<file path="src/rtl/nthash_engine.sv">
// nthash_engine: single-block NT/MD4 hash lane.
// A password is taken in over a valid/ready handshake. It is optionally expanded
// to UTF-16LE, padded into one MD4 block and hashed by an iterative md4block core.
// The byte-serialised digest is returned over a second valid/ready handshake.

// md4block: iterative MD4 compression, one step per clock (48 steps).
// Starts on irdy while idle; irdy seen while busy is ignored. ordy pulses for one
// cycle when newstate_* is valid. newstate_* then holds until the next start.
// blk and state_* must be held stable while the core is busy.
module md4block (
   input  logic         clk,
   input  logic         nrst,
   input  logic         irdy,
   input  logic [511:0] blk,
   input  logic [31:0]  state_a,
   input  logic [31:0]  state_b,
   input  logic [31:0]  state_c,
   input  logic [31:0]  state_d,
   output logic         ordy,
   output logic [31:0]  newstate_a,
   output logic [31:0]  newstate_b,
   output logic [31:0]  newstate_c,
   output logic [31:0]  newstate_d
);
   logic        busy;
   logic [5:0]  step;
   logic [31:0] a, b, c, d;
   logic [3:0]  i, k;
   logic [4:0]  s;
   logic [31:0] f, kc, x, w, sum, nw;

   // Round function, message word index, constant and rotation for the current step
   always_comb begin
      i  = step[3:0];
      f  = '0;
      k  = i;
      kc = '0;
      s  = 5'd3;
      unique case (step[5:4])
         2'd0: begin
            f = (b & c) | (~b & d);
            k = i;
            kc = 32'h0;
            case (i[1:0])
               2'd0: s = 5'd3;
               2'd1: s = 5'd7;
               2'd2: s = 5'd11;
               default: s = 5'd19;
            endcase
         end
         2'd1: begin
            f = (b & c) | (b & d) | (c & d);
            k = {i[1:0], i[3:2]};
            kc = 32'h5A827999;
            case (i[1:0])
               2'd0: s = 5'd3;
               2'd1: s = 5'd5;
               2'd2: s = 5'd9;
               default: s = 5'd13;
            endcase
         end
         default: begin
            f = b ^ c ^ d;
            k = {i[0], i[1], i[2], i[3]};
            kc = 32'h6ED9EBA1;
            case (i[1:0])
               2'd0: s = 5'd3;
               2'd1: s = 5'd9;
               2'd2: s = 5'd11;
               default: s = 5'd15;
            endcase
         end
      endcase
      // message words are little-endian groups of four block bytes
      w   = blk[511 - 32*k -: 32];
      x   = {w[7:0], w[15:8], w[23:16], w[31:24]};
      sum = a + f + x + kc;
      nw  = (sum << s) | (sum >> (6'd32 - {1'b0, s}));
   end

   // Step register: rotating a/b/c/d keeps every step in the a = FF(a,b,c,d) form
   always_ff @(posedge clk) begin
      if (!nrst) begin
         busy <= 1'b0;
         step <= '0;
         ordy <= 1'b0;
         a <= '0; b <= '0; c <= '0; d <= '0;
      end else begin
         ordy <= 1'b0;
         if (busy) begin
            a <= d;
            b <= nw;
            c <= b;
            d <= c;
            step <= step + 6'd1;
            if (step == 6'd47) begin
               busy <= 1'b0;
               ordy <= 1'b1;
            end
         end else if (irdy) begin
            a <= state_a; b <= state_b; c <= state_c; d <= state_d;
            step <= '0;
            busy <= 1'b1;
         end
      end
   end

   assign newstate_a = state_a + a;
   assign newstate_b = state_b + b;
   assign newstate_c = state_c + c;
   assign newstate_d = state_d + d;
endmodule

module nthash_engine #(
   parameter int MAX_CHARS = 27
) (
   input  logic                   clk,
   input  logic                   nrst,
   input  logic                   in_valid,
   output logic                   in_ready,
   input  logic                   in_mode,
   input  logic [5:0]             in_len,
   input  logic [8*MAX_CHARS-1:0] in_data,
   output logic                   out_valid,
   input  logic                   out_ready,
   output logic [127:0]           out_hash,
   output logic                   out_err
);
   typedef enum logic [2:0] {IDLE, PAD, START1, START2, WAIT, CAPTURE, DONE} state_t;

   localparam logic [5:0] MAXC = 6'(MAX_CHARS);

   state_t                 state, nxt;
   logic                   mode_q;
   logic [5:0]             len_q;
   logic [8*MAX_CHARS-1:0] data_q;
   logic [511:0]           block_q, blk;
   logic                   irdy, ordy;
   logic [31:0]            ns_a, ns_b, ns_c, ns_d;
   logic [6:0]             in_m, mlen;
   logic [9:0]             bitlen;
   logic                   legal;
   logic [7:0]             bv;
   int                     ci;

   function automatic logic [31:0] bswap(input logic [31:0] v);
      return {v[7:0], v[15:8], v[23:16], v[31:24]};
   endfunction

   // Legality of the incoming request (message length in bytes after expansion)
   always_comb begin
      in_m  = in_mode ? {in_len, 1'b0} : {1'b0, in_len};
      legal = (in_len <= MAXC) && (in_m <= 7'd55);
   end

   // Padded block built from the captured request; only reached with m <= 55
   always_comb begin
      mlen   = mode_q ? {len_q, 1'b0} : {1'b0, len_q};
      bitlen = {mlen, 3'b000};
      blk    = '0;
      bv     = '0;
      ci     = 0;
      for (int kk = 0; kk < 64; kk++) begin
         bv = 8'h00;
         if (kk == 56) begin
            bv = bitlen[7:0];
         end else if (kk == 57) begin
            bv = {6'b0, bitlen[9:8]};
         end else if (7'(kk) < mlen) begin
            if (mode_q) ci = (kk % 2 == 0) ? kk / 2 : -1;
            else        ci = kk;
            if (ci >= 0 && ci < MAX_CHARS)
               bv = data_q[8*(MAX_CHARS-ci)-1 -: 8];
         end else if (7'(kk) == mlen) begin
            bv = 8'h80;
         end
         blk[511-8*kk -: 8] = bv;
      end
   end

   // State register
   always_ff @(posedge clk) begin
      if (!nrst) state <= IDLE;
      else       state <= nxt;
   end

   // Next-state logic
   always_comb begin
      nxt = state;
      unique case (state)
         IDLE:    if (in_valid) nxt = legal ? PAD : DONE;
         PAD:     nxt = START1;
         START1:  nxt = START2;
         START2:  nxt = WAIT;
         WAIT:    if (ordy) nxt = CAPTURE;
         CAPTURE: nxt = DONE;
         DONE:    if (out_ready) nxt = IDLE;
         default: nxt = IDLE;
      endcase
   end

   // Handshake outputs decoded from state
   always_comb begin
      in_ready  = (state == IDLE);
      out_valid = (state == DONE);
   end

   // Request capture, block build, start pulse and result registers
   always_ff @(posedge clk) begin
      if (!nrst) begin
         mode_q   <= 1'b0;
         len_q    <= '0;
         data_q   <= '0;
         block_q  <= '0;
         irdy     <= 1'b0;
         out_hash <= '0;
         out_err  <= 1'b0;
      end else begin
         irdy <= (nxt == START1) || (nxt == START2);
         unique case (state)
            IDLE: if (in_valid) begin
               mode_q <= in_mode;
               len_q  <= in_len;
               data_q <= in_data;
               if (!legal) begin
                  out_err  <= 1'b1;
                  out_hash <= '0;
               end else begin
                  out_err <= 1'b0;
               end
            end
            PAD:     block_q <= blk;
            CAPTURE: begin
               out_hash <= {bswap(ns_a), bswap(ns_b), bswap(ns_c), bswap(ns_d)};
               out_err  <= 1'b0;
            end
            default: ;
         endcase
      end
   end

   md4block u_md4 (
      .clk        (clk),
      .nrst       (nrst),
      .irdy       (irdy),
      .blk        (block_q),
      .state_a    (32'h67452301),
      .state_b    (32'hEFCDAB89),
      .state_c    (32'h98BADCFE),
      .state_d    (32'h10325476),
      .ordy       (ordy),
      .newstate_a (ns_a),
      .newstate_b (ns_b),
      .newstate_c (ns_c),
      .newstate_d (ns_d)
   );
endmodule

</file>
<file path="config.mk">
export PLATFORM = sky130hd
export DESIGN_NAME = nthash_engine
export DESIGN_NICKNAME = d
export VERILOG_FILES = /design/src/rtl/nthash_engine.sv
export SDC_FILE = /design/constraint.sdc
export NUM_CORES = 2
export LEC_CHECK = 0
export CELL_PAD_IN_SITES_DETAIL_PLACEMENT = 1
export CELL_PAD_IN_SITES_GLOBAL_PLACEMENT = 2
export CORE_MARGIN = 5
export CORE_UTILIZATION = 25
export DETAILED_ROUTE_END_ITERATION = 10
export PLACE_DENSITY = 0.71
export SETUP_SLACK_MARGIN = 0.1
export SLEW_MARGIN = 20
export SYNTH_ARGS = -nofsm -noshare
export SYNTH_HDL_FRONTEND = slang
export SYNTH_SLANG_ARGS = --single-unit
</file>
<file path="constraint.sdc">
create_clock -name clk -period 6.02 [get_ports clk]
set_clock_uncertainty 0.2 [all_clocks]
set_input_delay 0.602 -clock clk [delete_from_list [all_inputs] [get_ports clk]]
set_output_delay 0.602 -clock clk [all_outputs]
set_load 0.03 [all_outputs]
</file>
* After elaboration in Yosys (flattened, before gate mapping) *
Index checks and enable logic that the tools add are counted.

operators by class
  equality and inequality tests = 75
  shifts and indexed selects = 65
  $lt $le $gt $ge = 188
  multiplexer cells = 343
  bitwise gates (word level) = 11
  reduce and logical (&&, ||, !) cells = 74
  add/sub/neg operators = 134

operators by type and width
  operator                                                                               number
  223-bit by 32-bit indexed part select with 8-bit output                                62
  32-bit 2-to-1 mux                                                                      101
  32-bit by 1-bit greater-or-equal comparator with 1-bit output (second input constant)  62
  32-bit by 6-bit less-than comparator with 1-bit output (second input constant)         62
  32-bit by 2-bit subtractor with 32-bit output (second input constant)                  62
  6-bit by 29-bit subtractor with 29-bit output (first input constant)                   62
  8-bit 2-to-1 mux                                                                       186
  543-bit by 33-bit indexed part select with 32-bit output                               1
  128-bit 2-to-1 mux                                                                     2
  128-bit case mux with 2 select lines                                                   1
  6-bit by 7-bit == test with 1-bit output (first input constant)                        30
  6-bit by 7-bit less-than comparator with 1-bit output (first input constant)           30
  32-bit AND                                                                             4
  32-bit OR                                                                              4
  5-bit by 7-bit == test with 1-bit output (first input constant)                        16
  5-bit by 7-bit less-than comparator with 1-bit output (first input constant)           16
  6-bit 2-to-1 mux                                                                       17
  32-bit adder                                                                           2
  32-bit adder (first input constant)                                                    2
  32-bit case mux with 2 select lines                                                    1
  32-bit XOR                                                                             2
  1-bit logical AND                                                                      63
  31-bit case mux with 2 select lines                                                    1
  4-bit by 7-bit == test with 1-bit output (first input constant)                        8
  other kinds (44)                                                                       93

word-level totals
  output and inout port bits = 131
  flip-flop bits (word level) = 995
  word-level logic and storage cells = 905
  input port bits = 227

* Logic depth before layout (Yosys ltp) *
  depth in word-level cells = 10
  depth in mapped cells = 29
  mapped depth without buffers = 23

* Hierarchy *
Synthesis repeated with hierarchy kept, for this count alone.

unflattened totals
  cells, all modules = 5504
  area, all modules = 49087.1 µm²

by module, submodules not included
  module         cells each  seq. area each (µm²)  instances  area each (µm²)
  nthash_engine  2767        14113.5               1          26625.5
  md4block       2737        2722.6                1          22461.5

* Worst setup path after synthesis *
Ideal clock, no wire load.

  kind = reg-to-reg
  start = register u_md4.step[5]
  end = register u_md4.b[9]
  arrival time = 6.066 ns
  period minus slack after synthesis = 6.362 ns
  stages on the path, launching flop included = 24
  data required time = 5.725 ns
  library setup time = 0.095 ns
  path slack = -0.342 ns
  path buffers = 5
  cells stage by stage = dfxtp_1 -> buf_2 -> buf_2 -> o21a_1 -> buf_2 -> buf_1 -> mux4_2 -> a221o_1 -> fa_1 -> inv_1 -> fa_1 -> inv_1 -> ha_1 -> buf_2 -> a21o_1 -> a21o_1 -> a221o_1 -> nor3b_1 -> a211oi_2 -> xnor2_1 -> nor2_1 -> a2111oi_0 -> nor2_1 -> a221oi_1

between the ends
  word-level cells in the longest chain between the ends = 9
  elaborated cells between the ends (all ways) = 16
  classes of those cells = add/sub (5); eq/ne (1); shift (3); mux (5); bitwise (1); reduce/logical (1)

ends and longest elaborated chain
  what                                                                                                             line  text
  start, declared                                                                                                  26    logic [5:0] step;
  start signal, assigned                                                                                           95    step <= step + 6'd1;
  2-bit by 1-bit == test with 1-bit output or 2-bit zero test (tied branches)                                      39    unique case (step[5:4])
  4-bit case mux with 2 select lines                                                                               39
  9-bit by 9-bit subtractor with 10-bit output                                                                     75    w = blk[511 - 32*k -: 32];
  543-bit by 33-bit indexed part select with 32-bit output                                                         75
  32-bit adder                                                                                                     77    sum = a + f + x + kc;
  32-bit by 31-bit adder with 32-bit output                                                                        77
  32-bit by 6-bit right shift with 32-bit output or 32-bit by 5-bit << shifter with 32-bit output (tied branches)  78    nw = (sum << s) | (sum >> (6'd32 - {1'b0, s}));
  32-bit OR (*)                                                                                                    78
  32-bit 2-to-1 mux (*)                                                                                            90    if (busy) begin
  end signal, assigned                                                                                             92    b <= nw;
  end signal, assigned                                                                                             101   a <= state_a; b <= state_b; c <= state_c; d <= state_d;
  end, declared                                                                                                    27    logic [31:0] a, b, c, d;

Every way passes the cells marked *; elsewhere a longest branch is shown, timed or not.
A chain may end at the register's enable or synchronous reset.

* Worst setup path in the final report *
  start = register u_md4.step[4]
  end = register u_md4.b[0]

The elaborated chain is that of the path after synthesis.

==> parameters.txt <==
Parameter                              Value

Min path
  Type of the tightest min-delay check    input pin to register
  Number of stages on the worst hold path    3

Timing
  Total count of hold-check failures in the final report    0
  Slew at the pin with the worst max-slew slack    1210 ps
  Unrepaired setup endpoints after global routing    yes
  Worst slew margin    0.189
  Count of endpoints failing setup in the final report    31
  Crit path setup slack, layout    -240 ps
  Minimum period implied by the final worst setup slack    6260 ps
  Max Transition Viols Final    0
  Maximum operating frequency    160 MHz
  Fin crit share    1.04

Synth
  Area share of the leading cell type in the synthesized netlist    0.396
  Post-synthesis average cell area    ~8.2 um2
  Post-synthesis net count    5544
  Netlist cell types    100
  Async S/R FF share, synth    0
  Number of cells produced by synthesis    5183
  Cell type with the highest aggregate area in the netlist    sky130_fd_sc_hd__dfxtp_1
  Ranking of synthesized cells by area    sky130_fd_sc_hd__dfxtp_1 (40%), sky130_fd_sc_hd__nand2_1 (7.9%), sky130_fd_sc_hd__a21oi_1 (6.2%)
  Post-Synthesis Cell Area    roughly 43000 um2
  Sequential-to-total area share from yosys stat    0.396
  Warning count from the yosys run    0
  Primary FF master, synth    sky130_fd_sc_hd__dfxtp_1
  Count of flip-flops with a built-in enable after synthesis    0
  Flop and latch count out of synthesis    841

GRT
  Leftover overflow at the end of global routing    0
  Vias in the first global route    42754
  Wire length of the first global-routing pass    300 mm
  Largest net degree at the start of global routing    181
  Gr usage total    0.223
  Antenna violations before repair    2

Detailed routing
  DRC viols    0
  Detailed-route wire length    208 mm
  Antenna violation net count after detailed routing    0
  First-pass DRT Iterations    6
  Iteration-0 DRC count of the detailed router    3306
  Post-detailed-route via-to-cell ratio    5.26
  Wire length per cell    26.0 um
  Via count of the routed design    42038

Floorplan
  Die extent in x    422 um
  Area of the core    169000 um2
  Cell row count    151
  Die Y-Extent    422 um
  Boundary Pins    358
  Total Die Area    178000 um2
  Initial cell density of the core    0.251

Clock tree
  Clock tree from TritonCTS    built
  Clock slew at the register clock pins of the worst setup and hold paths    60 ps
  Clock sink total    841
  Longest Clk Path Bufs    3
  Number of clock buffers inserted by TritonCTS    101
  CTS H-tree lvls    3
  Worst skew pair latency    about 780 ps
  Clock tree root driver cell    sky130_fd_sc_hd__clkbuf_16

Power and ir drop
  Overall power    about 0.017 W
  Leak pwr    a little over 20 nW
  Power per cell area    about 300 nW/um2
  Largest voltage drop on the vdd net    roughly 0.21 mV

Place
  HPWL reported at the end of detailed placement    ~160 mm
  Placed cell areas    slightly above 50000 um2
  Port buffer count    approximately 360
  GP Congestion    0.955
  Setup Slack @ Placement    -606 ps

Flow run
  Number of maximum-capacitance violations    0

Layout
  Proportion of layout cells with a drive suffix above 1    0.181
  Nets    roughly 6000
  Final cell area excluding filler cells    ~56000 um2
  P&R area growth vs syn    32.4%

Critical path
  Worst setup path category    register to register
  Worst Setup Start Kind    register
  R2R cell count    22
  Critical Path Fanout Max    6
  Required time reported for the critical path endpoint    6440 ps
  CP Capture Type    register
  Critical Path AT    about 6700 ps

Run status
  Failing checks    setup timing
  Status    finished, violations left
==> timing repair <==
item,in CTS,in global routing
hold buffers,0,0
gates cloned,5,0
resized for setup,258,107
setup endpoints to repair,32,32
buffers inserted,30,13
pin swaps,91,79
==> stage by stage <==
stage | setup TNS, ps | instances | util | hold WS, ps
final | -4610 | 7986 | 0.333 | 171
after global routing | -8760 | 7984 | 0.333 | 153
after CTS | -1700 | 7970 | 0.329 | 118
after detailed placement | -15860 | 7750 | 0.299 | 246
after global placement | -13380 | 7750 | 0.299 | 237
after floorplan | 0 | 5183 | - | 224
==> power by group <==
group	switching (W)	internal [W]	leakage, nW
sequential	0.000526	0.00588	6.83
clock	0.00272	0.00375	1.69
combinational	0.00243	0.00154	11.7
total	0.00567	0.0112	20.3
==> sequential cells by signal, indices dropped and copies added (netlist names), 32 cells and up <==
signal / flops
block_q: 349
data_q: 216
out_hash: 128
u_md4.a: 32
u_md4.b: 32
u_md4.c: 32
u_md4.d: 32
==> Yosys cell counts, drive strengths merged (14+ instances only) <==
master and number:
a22o 21, o21a 25, mux4 57, xor2 23, nand3 98, clkbuf 329
mux2 86, a22oi 302, inv 165, nor2b 15, buf 59, and3 28
o211ai 43, xnor2 92, o22ai 14, o21ai 254, nor2 550, a31oi 53
a32oi 15, a221oi 21, and2 17, a221o 15, a21o 28, nand2 898
fa 87, dfxtp 841, or3 24, nor3 110, ha 47, a21oi 525
mux2i 76, nand2b 19, a211oi 72, nand4 23
==> worst max-delay path, stage by stage, from the launching register on <==
cell	delay, ps
sky130_fd_sc_hd__dfxtp_4	360
sky130_fd_sc_hd__mux2i_2	160
sky130_fd_sc_hd__buf_4	150
sky130_fd_sc_hd__o21ai_4	190
sky130_fd_sc_hd__buf_12	150
sky130_fd_sc_hd__buf_16	150
sky130_fd_sc_hd__mux4_2	640
sky130_fd_sc_hd__mux2i_2	230
sky130_fd_sc_hd__o21ai_2	110
sky130_fd_sc_hd__fa_2	350
sky130_fd_sc_hd__fa_1	580
sky130_fd_sc_hd__ha_4	220
sky130_fd_sc_hd__nor2b_4	130
sky130_fd_sc_hd__o2111a_1	260
sky130_fd_sc_hd__or4b_4	560
sky130_fd_sc_hd__a21oi_4	240
sky130_fd_sc_hd__a21boi_4	130
sky130_fd_sc_hd__buf_6	130
sky130_fd_sc_hd__a31o_4	240
sky130_fd_sc_hd__and3_4	210
sky130_fd_sc_hd__o311ai_4	320
sky130_fd_sc_hd__nand4_1	170
sky130_fd_sc_hd__a31oi_1	220
==> logic make-up (layout without fill, tap and decap cells) <==
group	Yosys count	after routing	share of synthesized area
other	0	2	0
DFF	841	841	0.396
and+or+nand+nor	1833	1833	0.181
AOI/OAI and AO/OA	1488	1488	0.224
buffers and inverters	553	1136	0.0500
adders and majority gates	134	134	0.0548
xor gates and xnor gates	115	115	0.0237
muxes	219	219	0.0712
==> placed cells by master, fill, tap and decap left out, types with 14 or more instances in the layout <==
cell type | netlist | final
sky130_fd_sc_hd__buf_4 | 4 | 363
sky130_fd_sc_hd__fa_1 | 87 | 81
sky130_fd_sc_hd__xnor2_1 | 92 | 87
sky130_fd_sc_hd__a22oi_1 | 302 | 299
sky130_fd_sc_hd__o21ai_1 | 23 | 30
sky130_fd_sc_hd__ha_1 | 47 | 24
sky130_fd_sc_hd__mux2_2 | 86 | 81
sky130_fd_sc_hd__clkbuf_1 | 329 | 18
sky130_fd_sc_hd__o211ai_1 | 43 | 43
sky130_fd_sc_hd__buf_6 | 2 | 34
sky130_fd_sc_hd__and3_1 | 27 | 22
sky130_fd_sc_hd__a211oi_2 | 2 | 16
sky130_fd_sc_hd__and2_1 | 16 | 14
sky130_fd_sc_hd__o21ai_0 | 230 | 203
sky130_fd_sc_hd__nor3_1 | 108 | 106
sky130_fd_sc_hd__a211oi_1 | 70 | 53
sky130_fd_sc_hd__ha_4 | 0 | 20
sky130_fd_sc_hd__nor2_1 | 550 | 532
sky130_fd_sc_hd__nand2b_1 | 19 | 15
sky130_fd_sc_hd__o21ai_2 | 1 | 15
sky130_fd_sc_hd__clkbuf_16 | 0 | 102
sky130_fd_sc_hd__dfxtp_1 | 841 | 832
sky130_fd_sc_hd__buf_12 | 0 | 25
sky130_fd_sc_hd__nand4_1 | 23 | 23
sky130_fd_sc_hd__nand2_1 | 897 | 880
sky130_fd_sc_hd__mux2i_1 | 75 | 63
sky130_fd_sc_hd__mux4_2 | 57 | 57
sky130_fd_sc_hd__clkinv_2 | 0 | 20
sky130_fd_sc_hd__a31oi_1 | 53 | 42
sky130_fd_sc_hd__a21oi_1 | 523 | 492
sky130_fd_sc_hd__or3_1 | 23 | 16
sky130_fd_sc_hd__clkdlybuf4s50_1 | 0 | 356
sky130_fd_sc_hd__a21o_1 | 27 | 26
sky130_fd_sc_hd__o21a_1 | 25 | 22
sky130_fd_sc_hd__a22o_1 | 21 | 21
sky130_fd_sc_hd__a21oi_2 | 1 | 24
sky130_fd_sc_hd__nand3_1 | 98 | 96
sky130_fd_sc_hd__inv_1 | 163 | 153
sky130_fd_sc_hd__clkbuf_8 | 0 | 19
sky130_fd_sc_hd__xor2_1 | 23 | 19
==> per-layer routing <==
| metal | up-vias | wire length (um) | global-route usage | part of all wire |
|---|---|---|---|---|
| met5 | - | 27 | 0 | 0.00013 |
| met4 | 2 | 10100 | 0.0942 | 0.049 |
| met3 | 347 | 10700 | 0.0323 | 0.052 |
| met2 | 1313 | 98400 | 0.377 | 0.47 |
| met1 | 21093 | 88400 | 0.284 | 0.43 |
| li1 | 19283 | - | - | - |
==> cell type report <==
type | count | area [um2]
Antenna cell | 2 | 5.00
Clock buffer | 139 | 2880
Clock inverter | 46 | 582
Fill cell | 19839 | 113000
Inverter | 165 | 627
Multi-Input combinational cell | 3789 | 25200
Sequential cell | 841 | 16900
Tap cell | 2218 | 2780
Timing Repair Buffer | 786 | 7360
==> path summary, 6_finish.rpt <==
path | startpoint | to | slack (ps)
setup / recovery | u_md4.step[4] | u_md4.b[0] | -240
hold / removal | in_len[1] | len_q[1] | 170
setup reg to reg | u_md4.step[4] | u_md4.b[0] | -240
hold reg to reg | out_hash[69] | out_hash[69] | 250
Power figures use the tool's default switching activity.
